## src/rtl/nand_ctrl_pkg.sv

```systemverilog
// Shared definitions for the NAND sweep controller.
//   state_e      : controller state encoding (IDLE, DRIVE, DONE)
//   A_BIT, B_BIT : which vector-index bit drives each NAND input
//   nand_expect  : reference NAND value for a given {b,a} vector
package nand_ctrl_pkg;

  typedef enum logic [1:0] {
    IDLE  = 2'd0,
    DRIVE = 2'd1,
    DONE  = 2'd2
  } state_e;

  localparam int A_BIT = 0;
  localparam int B_BIT = 1;

  function automatic logic nand_expect(input logic [1:0] vec);
    return ~(vec[A_BIT] & vec[B_BIT]);
  endfunction

endpackage

```

## src/rtl/nand_hold_timer.sv

```systemverilog
// Per-vector hold timer for the NAND sweep controller.
// Down-counter reloaded with HOLD_CYCLES-1; the terminal count marks the
// last cycle a vector is held, after which it reloads for the next vector.
// Ports:
//   clk  : rising-edge clock
//   rst  : synchronous active-high reset
//   clr  : reload the counter (start of a sweep)
//   en   : count this cycle (controller is driving a vector)
//   last : high in the final hold cycle of the current vector
module nand_hold_timer #(
  parameter int HOLD_CYCLES = 2
) (
  input  logic clk,
  input  logic rst,
  input  logic clr,
  input  logic en,
  output logic last
);

  localparam int CW = (HOLD_CYCLES > 1) ? $clog2(HOLD_CYCLES) : 1;
  localparam logic [CW-1:0] RELOAD = CW'(HOLD_CYCLES - 1);

  logic [CW-1:0] cnt_q, cnt_d;

  always_comb begin
    cnt_d = cnt_q;
    if (clr) begin
      cnt_d = RELOAD;
    end else if (en) begin
      cnt_d = (cnt_q == '0) ? RELOAD : cnt_q - CW'(1);
    end
  end

  always_ff @(posedge clk) begin
    if (rst) begin
      cnt_q <= '0;
    end else begin
      cnt_q <= cnt_d;
    end
  end

  assign last = en && (cnt_q == '0);

endmodule

```

## src/rtl/nand_sweep_ctrl.sv

```systemverilog
// Self-checking sweep sequencer for a shared two-input NAND gate.
// A start pulse walks {b,a} through 0..3, holding each vector HOLD_CYCLES
// cycles, NUM_PASSES times, and counts mismatches of gate_y against NAND.
// Optional build macro NAND_SWEEP_STOP_ON_ERR_EN: the first mismatch ends
// the sweep; the failing vector stays on vec_idx during the done pulse.
// Ports:
//   clk, rst        : clock, synchronous active-high reset
//   start           : sweep request, honoured only in IDLE
//   gate_a, gate_b  : NAND inputs (vec_idx bits A_BIT / B_BIT)
//   gate_y          : NAND output, sampled on a vector's last hold cycle
//   busy, done      : sweep in progress / one-cycle end pulse
//   pass, err_cnt   : result of the last sweep (saturating count)
//   vec_idx         : current {b,a} vector
//
// state | meaning
// IDLE  | waiting for start; results of last sweep held
// DRIVE | applying vectors, sampling gate_y at end of each hold
// DONE  | one-cycle done pulse with final pass/err_cnt
module nand_sweep_ctrl
  import nand_ctrl_pkg::*;
#(
  parameter int HOLD_CYCLES = 2,
  parameter int NUM_PASSES  = 1,
  parameter int ERR_W       = 4
) (
  input  logic             clk,
  input  logic             rst,
  input  logic             start,
  output logic             gate_a,
  output logic             gate_b,
  input  logic             gate_y,
  output logic             busy,
  output logic             done,
  output logic             pass,
  output logic [ERR_W-1:0] err_cnt,
  output logic [1:0]       vec_idx
);

  localparam int PW = (NUM_PASSES > 1) ? $clog2(NUM_PASSES) : 1;
  localparam logic [PW-1:0] PASS_LAST = PW'(NUM_PASSES - 1);
  localparam logic [ERR_W-1:0] ERR_MAX = '1;

  state_e           state_q, state_d;
  logic [1:0]       vec_q, vec_d;
  logic [PW-1:0]    pcnt_q, pcnt_d;
  logic [ERR_W-1:0] err_q, err_d;
  logic             pass_q, pass_d;
  logic             tmr_clr, tmr_en, tmr_last;
  logic             mismatch;

  nand_hold_timer #(
    .HOLD_CYCLES (HOLD_CYCLES)
  ) u_hold_timer (
    .clk  (clk),
    .rst  (rst),
    .clr  (tmr_clr),
    .en   (tmr_en),
    .last (tmr_last)
  );

  assign mismatch = (gate_y != nand_expect(vec_q));

  always_comb begin
    state_d = state_q;
    vec_d   = vec_q;
    pcnt_d  = pcnt_q;
    err_d   = err_q;
    pass_d  = pass_q;
    tmr_clr = 1'b0;
    tmr_en  = 1'b0;
    case (state_q)
      IDLE: begin
        if (start) begin
          state_d = DRIVE;
          vec_d   = 2'd0;
          pcnt_d  = '0;
          err_d   = '0;
          pass_d  = 1'b0;
          tmr_clr = 1'b1;
        end
      end
      DRIVE: begin
        tmr_en = 1'b1;
        if (tmr_last) begin
          if (mismatch && (err_q != ERR_MAX)) begin
            err_d = err_q + ERR_W'(1);
          end
`ifdef NAND_SWEEP_STOP_ON_ERR_EN
          if (mismatch) begin
            state_d = DONE;
            pass_d  = 1'b0;
          end else
`endif
          if (vec_q != 2'd3) begin
            vec_d = vec_q + 2'd1;
          end else if (pcnt_q != PASS_LAST) begin
            vec_d  = 2'd0;
            pcnt_d = pcnt_q + PW'(1);
          end else begin
            // err_d already includes the final vector's sample
            state_d = DONE;
            vec_d   = 2'd0;
            pass_d  = (err_d == '0);
          end
        end
      end
      DONE: begin
        state_d = IDLE;
        vec_d   = 2'd0;
      end
      default: begin
        state_d = IDLE;
      end
    endcase
  end

  always_ff @(posedge clk) begin
    if (rst) begin
      state_q <= IDLE;
      vec_q   <= 2'd0;
      pcnt_q  <= '0;
      err_q   <= '0;
      pass_q  <= 1'b0;
    end else begin
      state_q <= state_d;
      vec_q   <= vec_d;
      pcnt_q  <= pcnt_d;
      err_q   <= err_d;
      pass_q  <= pass_d;
    end
  end

  assign busy    = (state_q == DRIVE);
  assign done    = (state_q == DONE);
  assign pass    = pass_q;
  assign err_cnt = err_q;
  assign vec_idx = vec_q;
  assign gate_a  = vec_q[A_BIT];
  assign gate_b  = vec_q[B_BIT];

endmodule

```

## config.mk

```make
export PLATFORM = sky130hd
export DESIGN_NAME = nand_sweep_ctrl
export DESIGN_NICKNAME = d
export VERILOG_FILES = /design/src/rtl/nand_ctrl_pkg.sv /design/src/rtl/nand_hold_timer.sv /design/src/rtl/nand_sweep_ctrl.sv
export SDC_FILE = /design/constraint.sdc
export NUM_CORES = 1
export LEC_CHECK = 0
export CORE_UTILIZATION = 40
export CTS_BUF_LIST = sky130_fd_sc_hd__clkbuf_4
export DETAILED_ROUTE_END_ITERATION = 7
export PLACE_DENSITY = 0.68
export SLEW_MARGIN = 15
export SYNTH_ARGS = -nofsm -noshare
export SYNTH_HDL_FRONTEND = slang
export SYNTH_SLANG_ARGS = --single-unit
```

## constraint.sdc

```tcl
create_clock -name clk -period 3.7 [get_ports clk]
set_input_delay 0.555 -clock clk [delete_from_list [all_inputs] [get_ports clk]]
set_output_delay 0.555 -clock clk [all_outputs]
set_load 0.05 [all_outputs]
```

; ---- Word level (Yosys, flattened, before mapping)
; Index checks and enable logic that the tools add are counted.
[op_classes]
add_sub_neg = 4
n_mul = 0
div = 0
magnitude_cmp = 0
n_eq_ne = 9
n_shift = 0
mux = 30
bitwise_logic = 3
n_reduce_logical = 12
[op_table]
columns = operator, count
row1 = $mux 4, 5
row2 = $mux 2, 7
row3 = $mux 1, 13
row4 = $ne 2x2->1 const B, 4
row5 = $pmux 4 s2, 1
row6 = $reduce_and 4->1, 2
row7 = $pmux 2 s3, 1
row8 = $reduce_and 3->1, 2
row9 = $reduce_and 5->1, 1
row10 = $add 4x1->4 const B, 1
row11 = $logic_not 4->1, 1
row12 = $ne 4x4->1 const B, 1
row13 = $pmux 1 s2, 2
row14 = $pmux 2 s2, 1
row15 = $reduce_bool 2->1, 2
row16 = $reduce_bool 3->1, 1
row17 = $add 2x1->2 const B, 1
row18 = $eq 2x1->1 const B, 1
row19 = $eq 2x2->1 const B, 1
row20 = $logic_and 1x1->1, 2
row21 = $logic_not 2->1, 1
row22 = $ne 2x1->1 const B, 1
row23 = $not 1->1, 2
row24 = $add 1x1->1 const B, 1
row25 = other kinds (3), 3
[word_totals]
reg_bits = 11
latchBits = 0
ramBits = 0
mem_bits_ro = 0
out_inout_bits = 11
elab_cells = 64
n_memories = 0

; ---- Depth between registers and ports, before layout
; Gate-level depths: netlist of run 1.
[logic_depth]
ltp_word = 12
ltp_mapped = 5
depth_no_buf = 5

; ---- By module
; Synthesis of run 1 repeated with hierarchy kept, for this count alone.
[hier_totals]
hier_cells = 67
hier_area_um2 = 611.8
[modules_own_cells]
columns = module, n_inst, cells_each, area_each_um2
row1 = nand_sweep_ctrl, 1, 62, 565.5
row2 = nand_hold_timer, 1, 5, 46.3

; ---- Worst setup path after synthesis of run 1
; OpenSTA, ideal clock, no wires.
[synth_path]
path_kind = register to register
start = reg vec_q[0], in the netlist vec_idx[0]
end = reg err_q[3], in the netlist err_cnt[3]
setup_time_ps = 86
arrival_ps = 1710
required_time_ps = 3614
path_slack_ps = 1904
path_stages_with_launch = 6
synth_period_minus_slack_ps = 1796
path_cell_list = dfxtp_1 ha_1 xnor2_2 nand4_1 o21ba_2 a211oi_1
[synth_via]
elab_chain_cells = 9
[synth_lines]
columns = element, line
row1 = "start, declared", nand_sweep_ctrl.sv:44  ; logic [1:0] vec_q, vec_d;
row2 = "start signal, assigned", nand_sweep_ctrl.sv:126  ; vec_q <= vec_d;
row3 = $and 1x1->1, nand_ctrl_pkg.sv:17  ; return ~(vec[A_BIT] & vec[B_BIT]);
row4 = $not 1->1, nand_ctrl_pkg.sv:17
row5 = $ne 1x1->1, nand_sweep_ctrl.sv:61  ; assign mismatch = (gate_y != nand_expect(vec_q));
row6 = $logic_and 1x1->1, nand_sweep_ctrl.sv:85  ; if (mismatch && (err_q != ERR_MAX)) begin
row7 = $mux 4, nand_sweep_ctrl.sv:85
row8 = $mux 4, nand_sweep_ctrl.sv:84  ; if (tmr_last) begin
row9 = $mux 4, nand_sweep_ctrl.sv:71  ; case (state_q)
row10 = $mux 4, nand_sweep_ctrl.sv:84
row11 = $pmux 4 s2, nand_sweep_ctrl.sv:71
row12 = "end signal, assigned", nand_sweep_ctrl.sv:128  ; err_q <= err_d;
row13 = "end, declared", nand_sweep_ctrl.sv:46  ; logic [ERR_W-1:0] err_q, err_d;
; No other way between the ends. The select of a mux whose other input is x is not followed.
; A chain may end at the register's enable or synchronous reset.

; ---- Worst setup path in the final report of run 1
[layout_path]
start = reg state_q[1]
end = out busy
[layout_via]
elab_chain_cells = 1
[layout_lines]
columns = element, line
row1 = "start, declared", nand_sweep_ctrl.sv:43  ; state_e state_q, state_d;
row2 = "start signal, assigned", nand_sweep_ctrl.sv:125  ; state_q <= state_d;
row3 = $eq 2x1->1, nand_sweep_ctrl.sv:133  ; assign busy = (state_q == DRIVE);
row4 = "end, declared", nand_sweep_ctrl.sv:32  ; output logic busy,
; No other way between the ends.

==> results of run 1 <==
-- power by group --
| part | internal (mW) | switching, mW | leakage [nW] |
|---|---|---|---|
| clock network | 0.0390 | 0.0406 | 0.0154 |
| registers | 0.111 | 0.00467 | 0.0814 |
| logic | 0.0182 | 0.0269 | 0.180 |
-- layout make-up --
class / instances / area, µm² / area share (%)
Multi-Input combinational cell: 53 / 339.1 / 46.56
Sequential cell: 10 / 200.2 / 27.49
Clock inverter: 1 / 3.754 / 0.5155
Clock buffer: 3 / 22.52 / 3.093
Timing Repair Buffer: 14 / 140.1 / 19.24
Tap cell: 15 / 18.77 / 2.577
Inverter: 1 / 3.754 / 0.5155
-- tightest hold or removal path, cell delays in order, from the launching register on --
cell,delay [ns]
dfxtp_1,0.34
nand2_1,0.06
a21oi_1,0.06
-- cells in the final DEF, fill, tap and decap left out --
cell / count
nand2_1: 3
clkinv_1: 1
o21ai_0: 5
a31oi_1: 2
mux2i_1: 2
or3_1: 1
o32ai_1: 1
a21oi_1: 8
inv_1: 1
a211oi_1: 2
ha_1: 2
o21ba_2: 1
a21boi_0: 1
nand3b_1: 1
xnor2_2: 1
nand4_1: 2
clkdlybuf4s50_1: 14
or3b_1: 1
nor3_1: 2
clkbuf_4: 3
dfxtp_1: 10
o211a_1: 1
nor2_1: 5
nand3_1: 2
nor2b_1: 2
nand2b_1: 7
a21o_1: 1
-- state kept, by name, indices dropped and copies added (netlist names) --
register / count
err_cnt: 4
pass: 1
state_q: 2
u_hold_timer.cnt_q: 1
vec_idx: 2
-- worst paths after layout --
| check | startpoint | to | slack, ns | cells past startpoint |
|---|---|---|---|---|
| max | state_q[1]$_SDFFE_PP0P_ | busy | 1.42 | 3 |
| min | u_hold_timer.cnt_q$_SDFFE_PP0P_ | u_hold_timer.cnt_q$_SDFFE_PP0P_ | 0.50 | 2 |
| max reg2reg | vec_idx[0]$_SDFFE_PP0P_ | pass$_SDFFE_PP0P_ | 2.04 | 5 |
| min reg2reg | u_hold_timer.cnt_q$_SDFFE_PP0P_ | u_hold_timer.cnt_q$_SDFFE_PP0P_ | 0.50 | 2 |
-- per-layer routing --
metal  GRT usage [%]  vias to the layer above  share of wire (%)
li1                -                      272                  -
met1           24.57                      236                 52
met2           22.54                       12                 41
met3           3.977                        4                4.7
met4           7.759                        0                1.5
met5               0                        -                  0
-- per-stage QoR --
| step | cells | setup slack, ns | hold WS, ns | utilization (%) | power, mW |
|---|---|---|---|---|---|
| final | 97 | 1.421 | 0.5015 | 55.27 | 0.2404 |
| after global routing | 97 | 1.367 | 0.5470 | 55.27 | 0.2481 |
| after floorplan | 68 | 1.904 | 0.4610 | - | 0.1502 |
| after detailed placement | 93 | 1.708 | 0.4956 | 53.28 | 0.1636 |
| after CTS | 97 | 1.421 | 0.5067 | 55.27 | 0.2393 |
| after global placement | 93 | 1.707 | 0.4866 | 53.28 | 0.1633 |
-- cells by family after synthesis --
kind of cell	count (synthesis)
mux	2
xor+xnor	1
flops	10
fa+ha+maj	2
compound gates	22
buf+inv	5
simple gates	26
==> metrics.txt, run 1 <==
Synth top cells by count 10 x dfxtp_1, 8 x a21oi_1, 7 x nand2b_1; VDD IR max 0.0002139 V; Lkg Pwr 0.2768 nW; Final HPWL DP roughly 840 µm; Mapped Nets 74; # IOs 15; largest net degree at the start of global routing 11; Worst EP arrival between 1.5 and 2 ns; status complete, no violations; Layout Nets 89; post-synthesis mux area share 3.532%; Yosys reg bits 10; layout cell share with drive strength beyond 1 under 10%; CTS buffer count 3; xor/xnor share of the synthesized area around 2.9%; Mapped Cells 68; CP max stage delay roughly 0.80 ns; first-pass GRT wire length 1.773 mm; Die H roughly 40 µm; Crit Path Class register to output port; clock latency on the worst-skew pair between 0.2 and 0.3 ns; CP bufs+invs 2; Final GP Congestion 0.7271; Final Cycle Share 61.60%; Die ar. 1571 µm²; number of hold buffers added after cts 0; DRC errors left 0; slowest library cell on the worst path clkdlybuf4s50_1; DR iter-0 viols 8; buffer depth of the longest clock path 2; vias in the first global route 400; I/O Buffers 14; clock tree from TritonCTS done; Post-synth EDFFs 0; Critical Path Fanout Max 9; largest family of logic cells by synthesized area simple AND/OR/NAND/NOR gates; Synth top area share a little over a third; Ys Warns 0; Synth cell types 27; Die Wd roughly 40 µm; MaxCap Viol Count 0; clock root cell clkbuf_4; Pre-Repair DR Iteration Count 4; RSZ-0062 raised after global routing no; Clock transition at path regs 0.07 ns; Max Slew Vio Count 0; Power Density 330.1 nW/µm²; Mean Syn Cell Area between 8 and 9 µm²; sum of negative setup slack 0 ns; synthesized cell area 566.8 µm²; Placeable Area 1318 µm²; CP Capture Type output port; Least-Margin Pin Slew 0.4999 ns; DR vias/cell 5.402; area share of fa/ha/maj cells after synthesis 4.415%; total gr overflow 0; postcts setup bufs 0; Wirelength per Cell 11.71 µm; CTS Sinks 10; placed instance area 701.9 µm²; antenna violations before repair 0; relative slew slack 66.57%; Area Overhead vs Synth 28.48%; Routed Antenna Nets 0; cts repair resizes 0; Req. time, crit path between 3 and 4 ns; async set-reset flop share out of synthesis 0%; Synth area leaders dfxtp_1 35%, nand2b_1 7.7%, a21oi_1 7.1%; simple-gate portion of the synthesized area around 25%; fin crit period 2.279 ns; H-tree levels 1; Final Hold Viols 0; DR vias ~520; Hold Path Class register to register; Initial Util 43.02%; Crit path max-delay family buffers and inverters; WL final approximately 1.1 mm; CP Launch Type register; area leader, netlist dfxtp_1; Clock Skews about 0.00036 ns; # diodes 0; Final setup viols 0; # fillers 130; post-synthesis compound-gate area fraction 24.06%; fmax 438.8 MHz; Total GRT Usage 16.84%; Top FF cell, synth dfxtp_1; most common cell in the netlist dfxtp_1; row count 13; worst path cell trace nand2b_1, inv_1, clkdlybuf4s50_1; Design Area, Final 728.2 µm²; post-synthesis sequential area ratio 35.32%
Power figures use the tool's default switching activity.
==> run 2, diff against run 1 <==
clock period = 2.2 ns   (was 3.7 ns; I/O delays follow)
==> run 2 against run 1 <==
Compared with the run above:
- sequential power grew 68%
- clock skew grew 0.0049 ns
- register-to-register slack lost 1.5 ns
- largest power group unchanged
==> metrics.txt, run 2 (synthesis gave the netlist of run 1 again) <==
status complete, no violations; Critical Path Fanout Max 9; HP Start pass$_SDFFE_PP0P_; CP Capture Type output port; Hold Path Class register to register; Lkg Pwr between 0.2 and 0.3 nW; vias in the first global route 422; fmax ~500 MHz; antenna violations before repair 0; Final setup viols 0; Die ar. 1571 µm²; Post-Place Setup Slack 0.4353 ns; Placeable Area 1318 µm²; buffer depth of the longest clock path 2; Initial Util 43.02%; Final Hold Viols 0; Req. time, crit path 1.87 ns; Die H 39.64 µm; # diodes 0; first-pass GRT wire length 1.959 mm; Final HPWL DP about 860 µm; MaxCap Viol Count 0; DR iter-0 viols 9; Max Slew Vio Count 0; placed instance area 709.4 µm²; Crit Reg-Reg Startpoint vec_idx[0]$_SDFFE_PP0P_; r2r setup slk between 0.5 and 0.6 ns; fin crit period between 2 and 2.5 ns; Layout Nets 90; WL final 1.198 mm; Power Density 547.6 nW/µm²; Die Wd 39.64 µm; row count 13; WHS Endpoint pass$_SDFFE_PP0P_; sum of negative setup slack 0 ns; RSZ-0062 raised after global routing no; postcts setup bufs 0; # IOs 15; most frequent cells in the layout 14 x clkdlybuf4s50_1, 10 x dfxtp_1, 8 x a21oi_1; H-tree levels 1; CTS Sinks 10; cell total after placement 94; Final Cycle Share 92.93%; Design Area, Final 732.0 µm²; clock root cell clkbuf_4; Final GP Congestion 0.7197; DR vias/cell 5.278; CP Launch Type register; Least-Margin Pin Slew 0.5027 ns; Clock Skews about 0.0052 ns; Area Overhead vs Synth 29.14%; Crit Path Class register to output port; register area 200.2 µm²; Clock transition at path regs 0.06 ns; I/O Buffers 14; commonest non-fill, non-tap cell in the layout clkdlybuf4s50_1; clock tree from TritonCTS done; Routed Antenna Nets 0; layout cell share with drive strength beyond 1 between 7 and 8%; area of the multi-input gates 339.1 µm²; cts repair resizes 0; VDD IR max 0.0002103 V; DRC errors left 0; Cell Count, Final, Fillers Out 97; Total GRT Usage 19.72%; R2R Path End pass$_SDFFE_PP0P_; CTS buffer count 3; relative slew slack approximately two thirds; Worst EP arrival 1.71 ns; number of hold buffers added after cts 0; post-route setup slack 0.1556 ns; DR vias 512; Wirelength per Cell 12.35 µm; Largest register FFs 4; largest net degree at the start of global routing 10; total gr overflow 0; cells on worst reg2reg path 5; Pre-Repair DR Iteration Count 4; # fillers between 100 and 150; clock latency on the worst-skew pair 0.27 ns; depth of the worst hold-timing path 2
[run 2: cell types whose count changed in the layout (fill, tap and decap cells not counted), sizes merged]
cell / before / now
buf: 0 / 1
clkinv: 1 / 0
[run 2: worst max path at each step]
stage	to	slack [ns]	start
2_1_floorplan	err_cnt[3]$_SDFFE_PP0P_	0.40	vec_idx[0]$_SDFFE_PP0P_
3_3_place_gp	busy	0.43	state_q[1]$_SDFFE_PP0P_
3_5_place_dp	busy	0.44	state_q[1]$_SDFFE_PP0P_
4_1_cts	busy	0.15	state_q[0]$_SDFFE_PP0P_
5_1_grt	busy	0.05	state_q[0]$_SDFFE_PP0P_
6_report	busy	0.16	state_q[1]$_SDFFE_PP0P_
[run 2: final cells by class]
type | instances | area share [%]
repair buffers | 15 | 20.17
clock buffers | 3 | 3.077
flip-flops and latches | 10 | 27.35
inverters | 1 | 0.5128
well taps | 15 | 2.564
multi-input cells | 53 | 46.32
[run 2: routing by layer]
layer	global-route usage [%]	part of all wire [%]	up-vias
li1	-	-	278
met1	26.46	52	218
met2	25.41	41	14
met3	9.091	6.0	2
met4	10.34	0.67	0
met5	0	0	-
[run 2: metrics by stage]
step	hold WS (ns)	total power, mW	util (%)
floorplan	0.4610	0.2527	-
global placement	0.4868	0.2766	53.85
detailed placement	0.4834	0.2770	53.85
CTS	0.5050	0.4047	55.56
global route	0.5104	0.4234	55.56
finish	0.5005	0.4008	55.56
[run 2: power breakdown]
| group | switching (mW) | leakage, nW | total (mW) | internal [mW] |
|---|---|---|---|---|
| Clock | 0.0648 | 0.0138 | 0.128 | 0.0633 |
| Combinational | 0.0460 | 0.185 | 0.0777 | 0.0317 |
| Sequential | 0.00821 | 0.0814 | 0.195 | 0.187 |
[run 2: worst max-delay path, stage by stage, from the launching register on]
cell             delay [ns]
dfxtp_1                0.37
nand2b_1               0.21
inv_1                  0.07
clkdlybuf4s50_1        0.79
